==> src/rtl/vga_timing_gen.sv <==
// 640x480 VGA raster timing: pixel-rate divider, line/frame counters, visible-area decode
// and a one-pixel-delayed output stage that keeps colour and sync pulses aligned.
module vga_timing_gen #(
  parameter int PIX_DIV      = 4,
  parameter int H_TOTAL      = 800,
  parameter int H_SYNC       = 96,
  parameter int H_DISP_START = 144,
  parameter int H_DISP_END   = 783,
  parameter int V_TOTAL      = 525,
  parameter int V_SYNC       = 2,
  parameter int V_DISP_START = 35,
  parameter int V_DISP_END   = 514
) (
  input  logic        clk,
  input  logic        rst,
  input  logic [11:0] rgb_in,
  output logic [9:0]  hCount,
  output logic [9:0]  vCount,
  output logic        bright,
  output logic        pix_en,
  output logic        frame_tick,
  output logic        hSync,
  output logic        vSync,
  output logic [11:0] rgb
);

  localparam int DIV_W = (PIX_DIV > 1) ? $clog2(PIX_DIV) : 1;

  localparam logic [DIV_W-1:0] DIV_LAST = DIV_W'(PIX_DIV - 1);
  localparam logic [9:0] H_LAST   = 10'(H_TOTAL - 1);
  localparam logic [9:0] V_LAST   = 10'(V_TOTAL - 1);
  localparam logic [9:0] H_SYNC_W = 10'(H_SYNC);
  localparam logic [9:0] V_SYNC_W = 10'(V_SYNC);
  localparam logic [9:0] H_VIS_LO = 10'(H_DISP_START);
  localparam logic [9:0] H_VIS_HI = 10'(H_DISP_END);
  localparam logic [9:0] V_VIS_LO = 10'(V_DISP_START);
  localparam logic [9:0] V_VIS_HI = 10'(V_DISP_END);

  logic [DIV_W-1:0] div_reg;
  logic [9:0]       h_reg;
  logic [9:0]       v_reg;
  logic [9:0]       h_next;
  logic [9:0]       v_next;
  logic             hsync_reg;
  logic             vsync_reg;
  logic [11:0]      rgb_reg;
  logic [11:0]      rgb_next;
  logic             hs_raw;
  logic             vs_raw;
  logic             h_vis;
  logic             v_vis;
  logic             h_wrap;
  logic             v_wrap;

  assign pix_en = (div_reg == DIV_LAST);
  assign h_wrap = (h_reg == H_LAST);
  assign v_wrap = (v_reg == V_LAST);

  always_comb begin
    h_next = h_reg;
    v_next = v_reg;
    if (pix_en) begin
      if (h_wrap) begin
        h_next = 10'd0;
        v_next = v_wrap ? 10'd0 : v_reg + 10'd1;
      end else begin
        h_next = h_reg + 10'd1;
      end
    end
  end

  assign h_vis  = (h_reg >= H_VIS_LO) && (h_reg <= H_VIS_HI);
  assign v_vis  = (v_reg >= V_VIS_LO) && (v_reg <= V_VIS_HI);
  assign bright = h_vis && v_vis;

  assign hs_raw = !(h_reg < H_SYNC_W);
  assign vs_raw = !(v_reg < V_SYNC_W);

  // Blank each colour channel outside the visible window so porches stay black.
  genvar gi;
  generate
    for (gi = 0; gi < 3; gi++) begin : g_chan
      assign rgb_next[gi*4 +: 4] = bright ? rgb_in[gi*4 +: 4] : 4'h0;
    end
  endgenerate

  always_ff @(posedge clk or negedge rst) begin
    if (!rst) begin
      div_reg <= '0;
    end else if (pix_en) begin
      div_reg <= '0;
    end else begin
      div_reg <= div_reg + 1'b1;
    end
  end

  always_ff @(posedge clk or negedge rst) begin
    if (!rst) begin
      h_reg <= 10'd0;
      v_reg <= 10'd0;
    end else begin
      h_reg <= h_next;
      v_reg <= v_next;
    end
  end

  // Output stage samples on the same edge the counters advance, giving a one-pixel lag.
  always_ff @(posedge clk or negedge rst) begin
    if (!rst) begin
      rgb_reg   <= 12'h000;
      hsync_reg <= 1'b1;
      vsync_reg <= 1'b1;
    end else if (pix_en) begin
      rgb_reg   <= rgb_next;
      hsync_reg <= hs_raw;
      vsync_reg <= vs_raw;
    end
  end

  assign frame_tick = pix_en && h_wrap && v_wrap;

  assign hCount = h_reg;
  assign vCount = v_reg;
  assign hSync  = hsync_reg;
  assign vSync  = vsync_reg;
  assign rgb    = rgb_reg;

endmodule

==> config.mk <==
export PLATFORM = sky130hd
export DESIGN_NAME = vga_timing_gen
export DESIGN_NICKNAME = d
export VERILOG_FILES = /design/src/rtl/vga_timing_gen.sv
export SDC_FILE = /design/constraint.sdc
export NUM_CORES = 1
export LEC_CHECK = 0
export ABC_AREA = 1
export CAP_MARGIN = 40
export CORE_MARGIN = 2
export CORE_UTILIZATION = 49
export DETAILED_ROUTE_END_ITERATION = 16
export PLACE_DENSITY = 0.85
export SETUP_SLACK_MARGIN = 0.2
export SYNTH_ARGS = -nofsm -noshare
export SYNTH_HDL_FRONTEND = slang
export SYNTH_SLANG_ARGS = --single-unit
==> constraint.sdc <==
create_clock -name clk -period 1.8 [get_ports clk]
set_input_delay 0.36 -clock clk [delete_from_list [all_inputs] [get_ports clk]]
set_output_delay 0.36 -clock clk [all_outputs]
set_load 0.01 [all_outputs]
==> metrics.md, run 1 <==
| Metric | Value |
|---|---|
| Routed vias/inst | `5.214` |
| Worst Skew | `0.008864 ns` |
| Placed Area | `2959 um^2` |
| Vias | `2,242` |
| EDFF count, synth | `0` |
| Clock sinks | `36` |
| Slew margin rel. | `69.07%` |
| # IOs | `51` |
| Largest stage delay on the critical path | `0.43 ns` |
| Hold Vio Cnt, Final | `0` |
| Post-synth ARST share | `100.0%` |
| Synth Cell Area | `2116 um^2` |
| CP max stage cell | `dfrtp_1` |
| MaxCap Viol Count | `0` |
| Synth cell types | `26` |
| Worst Tran Pin Value | `0.4640 ns` |
| DRC Markers | `0` |
| Wire length per cell after detailed routing | `14.21 um` |
| Yosys reg bits | `36` |
| CP Capture Type | `primary output` |
| N_diodes | `0` |
| YS warnings | `0` |
| Die Wd | `69.71 um` |
| Initial Util | `51.78%` |
| First-pass detailed-route iteration total | `5` |
| P&R area growth vs syn | `52.10%` |
| Die Span Y | `69.71 um` |
| PnR worst setup slack | `-0.1415 ns` |
| Peak VDD IR | `0.4686 mV` |
| Placed cell count | `415` |
| Reg clk slew, reported paths | `0.08 ns` |
| Commonest cells after routing, fill and taps aside | `nand2_1 (84), buf_4 (51), dfrtp_1 (33)` |
| CTS buffer count | `5` |
| Final ANT Viol Nets | `0` |
| Htree depth | `2` |
| Startpoint class of the critical path | `register` |
| Syn Inst Count | `276` |
| GRT Total Usage | `25.43%` |
| Final Routed Wirelength | `6.111 mm` |
| Register area share after synthesis | `42.70%` |
| P per Cell Area | `511.4 nW/um^2` |
| Fin nets | `399` |
| Max Slew Vio Count | `0` |
| Num rows | `23` |
| Min-Delay Path Class | `in2async` |
| Final min period | `1.941 ns` |
| GPL Wtd Cong | `0.8962` |
| Clock Latency Late Sink | `0.30 ns` |
| Mapped Avg Cell Area | `7.666 um^2` |
| Worst Path Buf+Inv | `1` |
| Failing checks | `setup timing` |
| Clock Root Buffer | `clkbuf_8` |
| Iteration-0 DRC Markers | `198` |
| WHS | `0.09103 ns` |
| Period utilisation layout | `107.9%` |
| Post-route cell area | `3218 um^2` |
| Total grt overflow | `0` |
| Layout cells sized above 1 | `30.00%` |
| Port Buffers | `50` |
| Status | `finished, violations left` |
| Critical path arrival | `1.58 ns` |
| Most common cell on crit path | `nand2_1` |
| FMAX | `0.5151 GHz` |
| WP data required | `1.44 ns` |
| CTS Hold Bufs | `0` |
| Critical path peak fanout | `4` |
| Setup violations, final | `2` |
| Cell Chain, Critical Path | `ha_2 -> nor2_1 -> nand2_1 -> nand2_1 -> nand2_1 -> nand2_1 -> nor2_2 -> and2_4 -> buf_6` |
| FF-to-FF Start | `hCount[1]` |
| Fin cells | `430` |
| Number of global-route vias before repair | `2,201` |
| Top cell family by delay on the critical path | `simple AND/OR/NAND/NOR gates` |
| CTS tree | `yes` |
| Commonest non-fill, non-tap cell in the layout | `nand2_1` |
| Global-route wire length before repair | `9.867 mm` |
| CTS max path bufs | `2` |
| Mapped Nets | `296` |
| Worst setup path startpoint | `vCount[0]` |
| Layout Utilization | `78.75%` |
| Post-route setup TNS | `-0.2428 ns` |
| Core ar. | `4086 um^2` |
| CP Class | `reg2out` |
| Post-DP HPWL | `4.022 mm` |
| Largest register FFs | `12` |
| Unrepaired setup endpoints after global routing | `true` |
| P_leak | `1.772 nW` |
| Dominant synthesized flop cell | `dfrtp_1` |
| Pin count of the biggest net entering global routing | `37` |
| DIE AREA | `4859 um^2` |
| Initial antenna violation count | `0` |
-- what timing repair did --
action	in CTS	in global routing
resized for setup	42	21
pin swaps	5	10
buffers inserted	3	4
endpoints found under the hold margin	0	0
endpoints found under the setup margin	28	21
-- cell usage after synthesis (5+ instances only) --
cell | count | area [um^2]
inv_2 | 7 | 26.28
nor2_2 | 8 | 50.05
o21ai_0 | 8 | 40.04
buf_6 | 5 | 56.30
nor2_1 | 23 | 86.33
nand4_1 | 6 | 37.54
dfrtp_1 | 34 | 850.8
nand2_1 | 85 | 319.1
nand3_2 | 12 | 120.1
ha_1 | 6 | 75.07
o21ai_1 | 9 | 45.04
nand3_1 | 14 | 70.07
inv_1 | 32 | 120.1
-- where the power goes --
part | internal [mW] | switching (mW) | total (mW)
registers | 0.808 | 0 | 0.808
logic | 0.0247 | 0.0195 | 0.0442
clock network | 0.489 | 0.304 | 0.793
total | 1.32 | 0.324 | 1.65
-- logic make-up after synthesis --
family	count (synthesis)	share of synthesized area, %
AOI/OAI and AO/OA	21	5.145
adders and majority gates	6	3.548
xor gates and xnor gates	5	2.070
buffers and inverters	47	10.11
and+or+nand+nor	161	36.43
DFF	36	42.70
-- layout make-up --
class                   instances  area (um^2)
repair buffers                104        899.6
inverters                      39        148.9
well taps                      50        62.56
multi-input cells             193         1076
flip-flops and latches         36        904.6
clock inverters                 1        30.03
clock buffers                   7        96.34
fillers                       261        868.3
-- routing by layer --
metal | wire length [um] | global-route usage [%]
met4 | 153 | 12.18
met1 | 2485 | 30.37
met5 | 0 | 0
met3 | 396 | 6.831
met2 | 3076 | 42.52
-- metrics by stage --
step / total power, mW / setup WS, ns
finish: 1.646 / -0.1415
global route: 1.702 / -0.2088
CTS: 1.650 / -0.1477
detailed placement: 0.8691 / -0.2689
global placement: 0.8685 / -0.1761
floorplan: 0.8243 / 0.2381
-- path summary, 6_finish.rpt --
check	end	slack [ns]	depth (start not counted)
hold / removal	hCount[9]	0.09	2
setup / recovery	bright	-0.14	9
setup reg to reg	vCount[0]	0.26	8
hold reg to reg	div_reg[1]	0.47	1
min in group clk	div_reg[1]	0.47	1
max in group asynchronous	vSync	1.35	2
No activity file was read; power rests on OpenSTA's default activity.
==> run 2, diff against run 1 <==
--- a/config.mk
+++ b/config.mk
@@ -8,10 +8,11 @@
 export ABC_AREA = 1
 export CAP_MARGIN = 40
 export CORE_MARGIN = 2
-export CORE_UTILIZATION = 49
+export CORE_UTILIZATION = 35
 export DETAILED_ROUTE_END_ITERATION = 16
-export PLACE_DENSITY = 0.85
+export PLACE_DENSITY = 0.66
 export SETUP_SLACK_MARGIN = 0.2
 export SYNTH_ARGS = -nofsm -noshare
 export SYNTH_HDL_FRONTEND = slang
 export SYNTH_SLANG_ARGS = --single-unit
+export TNS_END_PERCENT = 30
==> metrics.md, run 2 (same netlist as run 1, synthesis figures left out) <==
| Metric | Value |
|---|---|
| MaxCap Viol Count | `0` |
| End of the worst register-to-register path | `hCount[7]` |
| Commonest non-fill, non-tap cell in the layout | `nand2_1` |
| Total grt overflow | `0` |
| Fill cells | `588` |
| Hold Vio Cnt, Final | `0` |
| Wire length per cell after detailed routing | `11.87 um` |
| Final ANT Viol Nets | `0` |
| Core ar. | `5886 um^2` |
| Largest register FFs | `12` |
| CTS Hold Bufs | `0` |
| CP Class | `reg2out` |
| Status | `finished, violations left` |
| Fin nets | `398` |
| Cell Chain, Critical Path | `ha_2 -> nand3_1 -> nor4_4 -> nand2_1 -> nor2_1 -> buf_2` |
| Die Span Y | `81.75 um` |
| Commonest cells after routing, fill and taps aside | `nand2_1 (81), buf_4 (49), dfrtp_1 (33)` |
| CP max stage cell | `dfrtp_1` |
| Critical path peak fanout | `2` |
| GPL Wtd Cong | `0.8739` |
| Critical path arrival | `1.50 ns` |
| Port Buffers | `50` |
| Initial antenna violation count | `0` |
| CP Capture Type | `primary output` |
| Worst Skew | `0.005278 ns` |
| Slew margin rel. | `68.84%` |
| GRT Total Usage | `17.91%` |
| P per Cell Area | `492.6 nW/um^2` |
| Busiest layer in global routing | `met2` |
| Post-route cell area | `3233 um^2` |
| PnR worst setup slack | `-0.05920 ns` |
| CTS tree | `yes` |
| Htree depth | `2` |
| Vias | `2,061` |
| Clock sinks | `36` |
| Register-to-register setup slack | `0.29 ns` |
| Startpoint class of the critical path | `register` |
| WP data required | `1.44 ns` |
| Reg clk slew, reported paths | `0.08 ns` |
| Number of global-route vias before repair | `2,022` |
| Global-route wire length before repair | `9.073 mm` |
| CTS max path bufs | `2` |
| FF-to-FF Start | `hCount[1]` |
| Unrepaired setup endpoints after global routing | `true` |
| Layout cells sized above 1 | `30.61%` |
| Post-DP HPWL | `3.951 mm` |
| P&R area growth vs syn | `52.81%` |
| Placement Setup Slack | `-0.2159 ns` |
| P_leak | `1.832 nW` |
| Num rows | `28` |
| Placed Area | `2975 um^2` |
| Peak VDD IR | `0.3253 mV` |
| CTS buffer count | `5` |
| DRC Markers | `0` |
| Met3 Usage GRT | `4.286%` |
| Min-Delay Path Class | `in2async` |
| Die Wd | `81.75 um` |
| Routed vias/inst | `4.540` |
| First-pass detailed-route iteration total | `4` |
| Max Slew Vio Count | `0` |
| DIE AREA | `6683 um^2` |
| # IOs | `51` |
| Clock Latency Late Sink | `0.29 ns` |
| Setup violations, final | `2` |
| Final min period | `1.859 ns` |
| Initial Util | `35.95%` |
| Largest stage delay on the critical path | `0.36 ns` |
| Iteration-0 DRC Markers | `110` |
| Post-route setup TNS | `-0.1179 ns` |
| Period utilisation layout | `103.3%` |
| Final Routed Wirelength | `5.389 mm` |
| Pin count of the biggest net entering global routing | `37` |
| FMAX | `0.5379 GHz` |
| Worst Tran Pin Value | `0.4675 ns` |
| Failing checks | `setup timing` |
| FF-to-FF path depth | `7` |
| N_diodes | `0` |
| Met2 global-route usage | `30.49%` |
| Clock Root Buffer | `clkbuf_8` |
| Met1 usage | `21.96%` |
-- run 2: changes by cell type in the layout (fill, tap and decap cells not counted), moves of 2 or more --
cell / delta
buf_12: -2
ha_2: +2
dlymetal6s2s_1: +3
buf_4: -2
clkbuf_8: -2
buf_6: +3
clkdlybuf4s50_1: -3
nand2_1: -3
nand2_4: +2
-- run 2: layout make-up --
type                    instances  area (um^2)  area share (%)
repair buffers                103        887.1           27.44
multi-input cells             193         1084           33.51
clock inverters                 3        46.29           1.432
flip-flops and latches         36        904.6           27.98
inverters                      39        148.9           4.605
clock buffers                   5        68.82           2.128
well taps                      75        93.84           2.902
-- run 2: worst max path at each step --
stage / start / to / cells after the start
3_5_place_dp: hCount[6] / frame_tick / 6
5_1_grt: hCount[1] / frame_tick / 6
4_1_cts: vCount[0] / bright / 9
2_1_floorplan: vCount[0] / bright / 8
3_3_place_gp: vCount[0] / frame_tick / 7
6_report: hCount[1] / frame_tick / 6
-- run 2: layer usage --
layer | part of all wire (%) | up-vias
met5 | 0 | -
li1 | - | 1064
met1 | 45 | 955
met4 | 1.7 | 0
met3 | 3.7 | 8
met2 | 50 | 34
-- run 2: repair_timing --
| item | in CTS | in global routing |
|---|---|---|
| setup buffers | 5 | 3 |
| endpoints found under the setup margin | 32 | 18 |
| pin swaps | 9 | 3 |
| resized for setup | 56 | 16 |
-- run 2: report_power, final --
| group | switching, mW | total, mW | leakage, nW | internal, mW |
|---|---|---|---|---|
| sequential | 0 | 0.808 | 0.480 | 0.808 |
| combinational | 0.0192 | 0.0438 | 1.30 | 0.0246 |
| clock | 0.323 | 0.741 | 0.0548 | 0.417 |
| total | 0.342 | 1.59 | 1.83 | 1.25 |
-- run 2: metrics by stage --
step                power [mW]  hold WS, ns  std cells  util, %
finish                   1.592      0.09336        454    54.93
global route             1.655       0.1279        454    54.93
CTS                      1.616       0.1049        451    53.74
detailed placement      0.8697       0.4285        438    50.55
global placement        0.8692       0.4172        438    50.55
floorplan               0.8243      0.06441        276        -
-- run 2: worst max-delay path, delay by kind of cell (launching register included) --
kind | cells | cell delay, ns
flops | 1 | 0.36
buf+inv | 1 | 0.14
fa+ha+maj | 1 | 0.18
simple gates | 4 | 0.52
